$ cat config.mk
export PLATFORM = sky130hd
export DESIGN_NAME = izh_param_loader_flat
export DESIGN_NICKNAME = d
export VERILOG_FILES = /design/src/rtl/izh_param_if.sv /design/src/rtl/izh_param_loader.sv /design/src/flat_wrapper.sv
export SDC_FILE = /design/constraint.sdc
export NUM_CORES = 1
export LEC_CHECK = 0
export ABC_AREA = 0
export CAP_MARGIN = 20
export CORE_ASPECT_RATIO = 0.75
export CORE_MARGIN = 3
export CORE_UTILIZATION = 58
export CTS_BUF_LIST = sky130_fd_sc_hd__clkbuf_4 sky130_fd_sc_hd__clkbuf_8 sky130_fd_sc_hd__clkbuf_16
export DETAILED_ROUTE_END_ITERATION = 10
export DONT_BUFFER_PORTS = 1
export GPL_ROUTABILITY_DRIVEN = 0
export HOLD_SLACK_MARGIN = 0.08
export PLACE_DENSITY = 0.8
export SLEW_MARGIN = 20
export SYNTH_ARGS = -nofsm -noshare
export SYNTH_HDL_FRONTEND = slang
export SYNTH_SLANG_ARGS = --single-unit
$ cat constraint.sdc
create_clock -name clk -period 8.1 [get_ports clk]
set_clock_uncertainty 0.1 [all_clocks]
set_input_delay 1.62 -clock clk [delete_from_list [all_inputs] [get_ports clk]]
set_output_delay 1.62 -clock clk [all_outputs]
set_load 0.01 [all_outputs]
$ cat src/rtl/izh_param_if.sv
// Parameter-load bus between the serial frame source and the Izhikevich parameter loader.
// The master drives the serial frame; the slave returns the committed parameter set and status.
interface izh_param_if #(
  parameter int PARAM_W = 8
);
  logic               load_mode;
  logic               serial_data;
  logic [PARAM_W-1:0] param_a;
  logic [PARAM_W-1:0] param_b;
  logic [PARAM_W-1:0] param_c;
  logic [PARAM_W-1:0] param_d;
  logic               params_ready;
  logic               load_error;
  logic [2:0]         debug_state;

  modport master (
    output load_mode, serial_data,
    input  param_a, param_b, param_c, param_d, params_ready, load_error, debug_state
  );

  modport slave (
    input  load_mode, serial_data,
    output param_a, param_b, param_c, param_d, params_ready, load_error, debug_state
  );
endinterface

$ cat src/rtl/izh_param_loader.sv
// Serial loader for the Izhikevich a/b/c/d parameters: shifts a 40-bit frame MSB first,
// verifies the trailing byte-sum checksum and commits all four parameters in one edge.
module izh_param_loader #(
  parameter int                  PARAM_W  = 8,
  parameter logic [PARAM_W-1:0]  DEF_A    = 8'h02,
  parameter logic [PARAM_W-1:0]  DEF_B    = 8'h33,
  parameter logic [PARAM_W-1:0]  DEF_C    = 8'hC1,
  parameter logic [PARAM_W-1:0]  DEF_D    = 8'h08,
  parameter bit                  CHECK_EN = 1'b1
) (
  input  logic       clk,
  input  logic       rst_n,
  izh_param_if.slave bus
);

  localparam int          FRAME_W  = 5 * PARAM_W;
  localparam logic [5:0]  LAST_BIT = 6'(FRAME_W - 1);

  typedef enum logic [2:0] {
    ST_IDLE  = 3'd0,
    ST_SHIFT = 3'd1,
    ST_CHECK = 3'd2,
    ST_DONE  = 3'd3,
    ST_ABORT = 3'd4
  } state_t;

  state_t               state_r;
  state_t               state_next_s;
  logic [5:0]           cnt_r;
  logic [FRAME_W-1:0]   shadow_r;
  logic [PARAM_W-1:0]   param_a_r;
  logic [PARAM_W-1:0]   param_b_r;
  logic [PARAM_W-1:0]   param_c_r;
  logic [PARAM_W-1:0]   param_d_r;
  logic                 ready_r;
  logic                 error_r;
  logic                 start_s;
  logic                 shift_s;
  logic                 commit_s;
  logic                 err_set_s;
  logic                 sum_ok_s;

  // Modulo-2^PARAM_W sum of the four parameter bytes; carries out of the top bit are dropped.
  function automatic logic [PARAM_W-1:0] byte_sum(input logic [4*PARAM_W-1:0] p);
    logic [PARAM_W-1:0] acc;
    acc = p[4*PARAM_W-1:3*PARAM_W] + p[3*PARAM_W-1:2*PARAM_W];
    acc = acc + p[2*PARAM_W-1:PARAM_W];
    acc = acc + p[PARAM_W-1:0];
    return acc;
  endfunction

  assign sum_ok_s = (byte_sum(shadow_r[FRAME_W-1:PARAM_W]) == shadow_r[PARAM_W-1:0]);

  // FSM state register.
  always_ff @(posedge clk or negedge rst_n) begin
    if (!rst_n) begin
      state_r <= ST_IDLE;
    end else begin
      state_r <= state_next_s;
    end
  end

  // Next-state decode and per-edge datapath strobes.
  always_comb begin
    state_next_s = state_r;
    start_s      = 1'b0;
    shift_s      = 1'b0;
    commit_s     = 1'b0;
    err_set_s    = 1'b0;
    case (state_r)
      ST_IDLE: begin
        if (bus.load_mode) begin
          start_s      = 1'b1;
          state_next_s = ST_SHIFT;
        end else begin
          state_next_s = ST_IDLE;
        end
      end
      ST_SHIFT: begin
        if (bus.load_mode) begin
          shift_s = 1'b1;
          if (cnt_r == LAST_BIT) begin
            state_next_s = ST_CHECK;
          end else begin
            state_next_s = ST_SHIFT;
          end
        end else begin
          state_next_s = ST_ABORT;
        end
      end
      ST_CHECK: begin
        state_next_s = ST_DONE;
        if (sum_ok_s || (CHECK_EN == 1'b0)) begin
          commit_s = 1'b1;
        end else begin
          err_set_s = 1'b1;
        end
      end
      ST_DONE: begin
        if (bus.load_mode) begin
          state_next_s = ST_DONE;
        end else begin
          state_next_s = ST_IDLE;
        end
      end
      ST_ABORT: begin
        err_set_s    = 1'b1;
        state_next_s = ST_IDLE;
      end
      default: begin
        state_next_s = ST_IDLE;
      end
    endcase
  end

  // Bit counter and shadow shift register; a new frame discards any stale shadow contents.
  always_ff @(posedge clk or negedge rst_n) begin
    if (!rst_n) begin
      cnt_r    <= 6'd0;
      shadow_r <= '0;
    end else if (start_s) begin
      cnt_r    <= 6'd1;
      shadow_r <= {{(FRAME_W-1){1'b0}}, bus.serial_data};
    end else if (shift_s) begin
      cnt_r    <= cnt_r + 6'd1;
      shadow_r <= {shadow_r[FRAME_W-2:0], bus.serial_data};
    end else begin
      cnt_r    <= cnt_r;
      shadow_r <= shadow_r;
    end
  end

  // Committed parameter set; all four registers update together or not at all.
  always_ff @(posedge clk or negedge rst_n) begin
    if (!rst_n) begin
      param_a_r <= DEF_A;
      param_b_r <= DEF_B;
      param_c_r <= DEF_C;
      param_d_r <= DEF_D;
    end else if (commit_s) begin
      param_a_r <= shadow_r[FRAME_W-1:4*PARAM_W];
      param_b_r <= shadow_r[4*PARAM_W-1:3*PARAM_W];
      param_c_r <= shadow_r[3*PARAM_W-1:2*PARAM_W];
      param_d_r <= shadow_r[2*PARAM_W-1:PARAM_W];
    end else begin
      param_a_r <= param_a_r;
      param_b_r <= param_b_r;
      param_c_r <= param_c_r;
      param_d_r <= param_d_r;
    end
  end

  // Status flags: ready tracks the upcoming state, error is sticky until the next frame starts.
  always_ff @(posedge clk or negedge rst_n) begin
    if (!rst_n) begin
      ready_r <= 1'b1;
      error_r <= 1'b0;
    end else begin
      ready_r <= (state_next_s == ST_IDLE) || (state_next_s == ST_DONE);
      if (start_s) begin
        error_r <= 1'b0;
      end else if (err_set_s) begin
        error_r <= 1'b1;
      end else begin
        error_r <= error_r;
      end
    end
  end

  assign bus.param_a      = param_a_r;
  assign bus.param_b      = param_b_r;
  assign bus.param_c      = param_c_r;
  assign bus.param_d      = param_d_r;
  assign bus.params_ready = ready_r;
  assign bus.load_error   = error_r;
  assign bus.debug_state  = state_r;

endmodule

$ cat src/flat_wrapper.sv
// flat-port wrapper written by rule: the top's interface ports become plain ports
module izh_param_loader_flat 
#(
  parameter int                  PARAM_W  = 8,
  parameter logic [PARAM_W-1:0]  DEF_A    = 8'h02,
  parameter logic [PARAM_W-1:0]  DEF_B    = 8'h33,
  parameter logic [PARAM_W-1:0]  DEF_C    = 8'hC1,
  parameter logic [PARAM_W-1:0]  DEF_D    = 8'h08,
  parameter bit                  CHECK_EN = 1'b1
)
  (clk, rst_n, bus_load_mode, bus_serial_data, bus_param_a, bus_param_b, bus_param_c, bus_param_d, bus_params_ready, bus_load_error, bus_debug_state);
  izh_param_if #(.PARAM_W(PARAM_W)) bus_i ();
  input  logic clk;
  input  logic rst_n;
  input wire logic [$bits(bus_i.load_mode)-1:0] bus_load_mode;
  input wire logic [$bits(bus_i.serial_data)-1:0] bus_serial_data;
  output wire logic [$bits(bus_i.param_a)-1:0] bus_param_a;
  output wire logic [$bits(bus_i.param_b)-1:0] bus_param_b;
  output wire logic [$bits(bus_i.param_c)-1:0] bus_param_c;
  output wire logic [$bits(bus_i.param_d)-1:0] bus_param_d;
  output wire logic [$bits(bus_i.params_ready)-1:0] bus_params_ready;
  output wire logic [$bits(bus_i.load_error)-1:0] bus_load_error;
  output wire logic [$bits(bus_i.debug_state)-1:0] bus_debug_state;
  assign bus_i.load_mode = bus_load_mode;
  assign bus_i.serial_data = bus_serial_data;
  assign bus_param_a = bus_i.param_a;
  assign bus_param_b = bus_i.param_b;
  assign bus_param_c = bus_i.param_c;
  assign bus_param_d = bus_i.param_d;
  assign bus_params_ready = bus_i.params_ready;
  assign bus_load_error = bus_i.load_error;
  assign bus_debug_state = bus_i.debug_state;
  izh_param_loader #(.PARAM_W(PARAM_W), .DEF_A(DEF_A), .DEF_B(DEF_B), .DEF_C(DEF_C), .DEF_D(DEF_D), .CHECK_EN(CHECK_EN)) u_core (.clk(clk), .rst_n(rst_n), .bus(bus_i));
endmodule
==> results.toml <==
[synthesis]
synth_warnings = 0
synth_area_um2 = 3950
ys_ff_latch = 83
yosysSeqAreaShare_pct = 52.9
syn_inst = 357
avgSynthCellArea_um2 = 11.1
synthFlopType = "dfrtp_1"
synth_edf_count = 0
synth_fp_nets = 383
synthDistinctLibCells = 35
postSynth.asyncResetShare_pct = 100

[layout]
regArea_um2 = 2090
diodes = 0
multiInputGateArea_um2 = 1720
nFillCells = 486
finalNetCount = 380
area_delta_synth_final_pct = 5.48
drive_gt1_share_pct = 17.3
fin_util_pct = 64.6

[drt]
detail_route.wl_per_cell_um = 16.9
first_pass_iters = 5
post_drt_via_cell_ratio = 5.70
num_vias = 2510
route.detailed.drc = 0
postRouteWirelength_um = 7450
antenna_left = 0
drt-initial-drc-count = 190

[global_routing]
antenna_found_initial = 0
overflow = 0
grt_use_met3_pct = 7.73
met1_usage_pct = 30.7
grt_start_max_net_pins = 84
top_usage_layer = "met1"
grt_pass1_vias = 2459
use_met2_pct = 28.8
grtUsageTotal_pct = 20.8
grt_pass1_wl_um = 12600

[floorplan]
ioPinCount = 41
rows = 25
initial_utilization_pct = 61.3
core_um2 = 6440
die_h_um = 77.4
die_width_um = 101
die-area_um2 = 7840

[power]
p_leak_uw = 0.00216
vdd_drop_max_mv = 0.0761
p_per_area_nw_per_um2 = 176
total_power_uw = 732

[worst_setup_path]
critical_path_arrival_ns = 4.89
critPathMostFrequentCell = "fa_1"
cp_slowest_cell = "nor3_4"
required_ns = 8.24
critPathMaxFanout = 17
critical_path_class = "reg -> reg"
endpoint_kind = "flop"
crit_chain = "fa_1, inv_1, fa_1, inv_1, ha_1, fa_1, xnor2_1, xnor2_1, nor4_1, o2111ai_2, nor3_4, buf_4, mux2_2"
start_kind = "flop"
max_stage_delay_ns = 0.66

[clock_network]
clk_pin_slew_ns = 0.09
cts_tree = "done"
cts_setup_buffers = 0
cts-buffers-inserted = 9
htreeDepth = 3
cts.sinks = 83
cts_resized = 0
clk_path_buf_depth = 2
cts_root_buffer = "clkbuf_8"
clk_latency_ns = 0.36
cts_hold_buf = 0

[placed_design]
numPortBuffers = 0
hpwl_um = 5110
pre_cts_ws_ns = 3.33

[sta]
setup_ws_ns = 3.35
worst_pin_slew_ns = 0.799
rsz0062_at_grt = "no"
holdWs_ns = 0.408
hold_viol_final = 0
finalSetupViolations = 0
relSlewSlack_pct = 46.6
tns_ns = 0
post-route-min-period_ns = 4.75
drv_slew = 0
finalCritPeriodShare_pct = 58.6
fmax_mhz = 211

[hold_path]
hp-class = "reg -> reg"

[outcome]
outcome = "completed"

[job]
cap_viol_max_count = 0
-- routing by layer --
metal / share of wire, % / wire [um]
met5: 0 / 0
met3: 9.4 / 700
met1: 45 / 3330
met2: 45 / 3360
met4: 0.75 / 56
-- registers in the layout, summed over array words and instances, names as in the netlist --
signal                   flops
u_core.bus.debug_state       3
u_core.bus.param_d           8
u_core.cnt_r                 6
u_core.shadow_r             40
u_core.bus.load_error        1
u_core.bus.params_ready      1
u_core.bus.param_a           8
u_core.bus.param_c           8
u_core.bus.param_b           8
-- Yosys cell counts (7+ instances only) --
master | instances | share of area, %
dfrtp_1 | 73 | 46
nand3_1 | 44 | 5.6
dfstp_2 | 10 | 6.7
fa_1 | 14 | 7.1
a21oi_1 | 7 | 0.89
xor2_1 | 7 | 1.6
o21ai_0 | 11 | 1.4
inv_1 | 12 | 1.1
ha_1 | 8 | 2.5
nand2_1 | 85 | 8.1
clkbuf_1 | 11 | 1.0
mux2_2 | 29 | 8.3
-- placed cells by master (no fill, tap or decap), drive strengths merged, types with 2 or more instances in the layout --
cell / count
nand2: 85
dfrtp: 73
nand3: 44
mux2: 32
fa: 14
inv: 14
o21ai: 11
dfstp: 10
clkbuf: 9
ha: 8
a21oi: 7
xor2: 7
nor2: 6
xnor2: 6
buf: 4
nor3: 4
clkinv: 3
nand2b: 2
a21o: 2
a22o: 2
xnor3: 2
clkinvlp: 2
-- metrics by stage --
step | std cells | instance area, um2
3_3_place_gp | 424 | 3990
6_report | 440 | 4160
3_5_place_dp | 424 | 3990
5_1_grt | 440 | 4160
4_1_cts | 440 | 4160
2_1_floorplan | 357 | 3950
-- kinds of logic after synthesis --
kind of cell    count (synthesis)  share of synthesized area, %
flops                          83                          52.9
buf+inv                        30                          3.42
xor+xnor                       15                          4.03
compound gates                 27                          4.31
mux                            32                          9.13
fa+ha+maj                      22                          9.64
simple gates                  148                          16.5
-- final timing paths --
kind                                    start                     to  slack, ns  depth (start not counted)
setup / recovery           u_core.shadow_r[9]  u_core.bus.param_c[3]       3.35                         13
hold / removal                u_core.cnt_r[1]        u_core.cnt_r[1]       0.41                          2
setup reg to reg           u_core.shadow_r[9]  u_core.bus.param_c[3]       3.35                         13
hold reg to reg               u_core.cnt_r[1]        u_core.cnt_r[1]       0.41                          2
max in group asynchronous               rst_n  u_core.bus.param_c[6]       6.86                          0
min in group asynchronous               rst_n    u_core.shadow_r[35]       0.85                          0
-- area by class of cell --
class                      instances  share of cell area, %
timing repair buffer               4                  0.721
tap                               81                   2.43
clock inverter                     7                   1.23
inverter                          12                   1.08
sequential                        83                   50.2
clock buffer                       9                   2.97
multi-input combinational        244                   41.4
-- power by group --
group / total (uW) / switching [uW] / internal, uW
clock network: 265 / 152 / 113
registers: 431 / 8.44 / 423
logic: 36.0 / 25.6 / 10.4
-- worst max-delay path, delay by kind of cell (launching register included) --
kind,cells,cell delay (ns)
XOR/XNOR,2,0.31
multiplexers,1,0.37
buffers and inverters,3,0.48
flip-flops,1,0.43
adder cells (fa/ha/maj),4,1.68
AO/OA/AOI/OAI,1,0.24
AND/OR/NAND/NOR,2,1.04
Note: power is estimated with default switching activity, not from simulation.
==> RTL edit: new RTL, same settings <==
`CHECK_EN` is set to 1'b1 in 2 places; all go to 1'b0.
--- a/src/rtl/izh_param_loader.sv
+++ b/src/rtl/izh_param_loader.sv
@@ -8,3 +8,3 @@
   parameter logic [PARAM_W-1:0]  DEF_D    = 8'h08,
-  parameter bit                  CHECK_EN = 1'b1
+  parameter bit                  CHECK_EN = 1'b0
 ) (
--- a/src/flat_wrapper.sv
+++ b/src/flat_wrapper.sv
@@ -8,3 +8,3 @@
   parameter logic [PARAM_W-1:0]  DEF_D    = 8'h08,
-  parameter bit                  CHECK_EN = 1'b1
+  parameter bit                  CHECK_EN = 1'b0
 )
Formal check against the unedited RTL: same outputs for any inputs over 10 cycles, from zero or initial values and one cycle with rst_n low; that may be too few to reach the edited logic, so the function may still have changed.
==> RTL edit against the unedited design <==
- setup slack improved by 1.6 ns
- non-clock buffer count fell by 3
- power rose by 13%
- sequential cell count did not move
- sequential power barely moved
- via count fell by 18%
- largest cell class unchanged
- critical path type is now in -> reg
- area after synthesis fell by 13%
- highest routed layer unchanged
- clock power rose by 39%
- synthesized cell count fell by 18%
- wire length fell by 20%
- design area fell by 11%
==> RTL edit: results (changes against the unedited design) <==
Critical path's slowest cell: nor4b_4 (was nor3_4). For the data arrival time at the worst-slack endpoint, the log shows 3.23 ns (was 4.89 ns). For the final wirelength, the log shows 5.977 mm (was 7.448 mm). The tools report the post-synthesis sequential area ratio as 60.82% (was 52.93%).

The count of fill cells added during filler insertion was 416 (was 486); the highest net fanout along the worst path was 28 (was 17). Switching portion of total power: 20.95% (was 25.47%). Most frequent cells after synthesis: 82 x nand2_1, 73 x dfrtp_1, 43 x a21oi_1, 27 x mux2_4, 15 x buf_2 (was 85 x nand2_1, 73 x dfrtp_1, 44 x nand3_1, 29 x mux2_2, 14 x fa_1). The per-cell via count in the routed design came out at 5.630 (was 5.705).

For the first-pass GRT wire length, the log shows 10.15 mm (was 12.59 mm). The logs give 3.626 mm (was 5.109 mm) for the estimated wirelength of the detail-placed design and 2097 (was 2459) for the via count of the first global-routing pass. The run gives 1.617 nW (was 2.164 nW) as the static power due to leakage. The flow ran to the end, and the final reports show no timing, DRC or antenna violations.

The detailed-router iteration count before antenna repair came out at 4 (was 5). The run gives 349 (was 424) as the number of cells in the design after placement. The compound-gate portion of the synthesized area works out to 8.303% (was 4.311%). For the worst hold margin, the log shows 0.4003 ns (was 0.4081 ns). Top cells by area, synth: dfrtp_1 53%, mux2_4 12%, nand2_1 9.0%, dfstp_2 7.6%, a21oi_1 6.3% (was dfrtp_1 46%, mux2_2 8.3%, nand2_1 8.1%, fa_1 7.1%, dfstp_2 6.7%).

The multiplexer share of the synthesized area was 13.77% (was 9.128%); the worst voltage drop across the vdd grid was 0.1679 mV (was 0.07610 mV). The xor-xnor portion of the synthesized cell area was 0.2549% (was 4.025%). The largest delay contributor family on the critical path is simple AND/OR/NAND/NOR gates (was adder cells).

The run gives 5.001 ns (was 3.352 ns) as the minimum setup slack in the final design. The adder and majority cell fraction of the synthesized area was 0.3642% (was 9.635%). The run gives 28 (was 35) as the count of unique library cells instantiated by Yosys. The delay of the slowest cell on the worst path came out at 0.76 ns (was 0.66 ns).
==> RTL edit: worst paths after layout <==
| check | startpoint | end | cells past startpoint |
|---|---|---|---|
| max in group asynchronous | rst_n | u_core.bus.params_ready | 0 |
| worst min-delay path | u_core.shadow_r[1] | u_core.shadow_r[2] | 2 |
| worst max-delay path | bus_load_mode | u_core.shadow_r[0] | 4 |
| worst max register to register | u_core.bus.debug_state[0] | u_core.shadow_r[0] | 4 |
| min in group asynchronous | rst_n | u_core.bus.param_b[6] | 0 |
| worst min register to register | u_core.shadow_r[1] | u_core.shadow_r[2] | 2 |
==> RTL edit: power groups by stage <==
stage          clock, mW  combinational, mW  sequential [mW]
2_1_floorplan          0             0.0253            0.437
3_3_place_gp           0             0.0276            0.438
3_5_place_dp           0             0.0284            0.439
4_1_cts            0.375             0.0285            0.431
5_1_grt            0.392             0.0332            0.433
6_report           0.368             0.0285            0.431
==> RTL edit: worst register-to-register path, stage by stage (launching register included) <==
cell and delay [ns]:
dfrtp_1 0.55, nor4b_4 0.93, buf_4 0.43, nor2_1 0.08
mux2_1 0.34
==> RTL edit: area by class of cell <==
class | instances | area (um2) | share of cell area (%)
Tap cell | 75 | 93.84 | 2.541
Multi-Input combinational cell | 187 | 1232 | 33.37
Inverter | 3 | 11.26 | 0.3049
Sequential cell | 83 | 2090 | 56.57
Clock inverter | 5 | 107.6 | 2.913
Clock buffer | 11 | 151.4 | 4.099
Timing Repair Buffer | 1 | 7.507 | 0.2033
==> RTL edit: layer usage <==
layer / global-route usage [%] / vias to the layer above / share of wire [%]
li1: - / 970 / -
met1: 25.23 / 1024 / 44
met2: 30.16 / 57 / 49
met3: 7.732 / 4 / 6.2
met4: 4.320 / 0 / 0.64
met5: 0 / - / 0
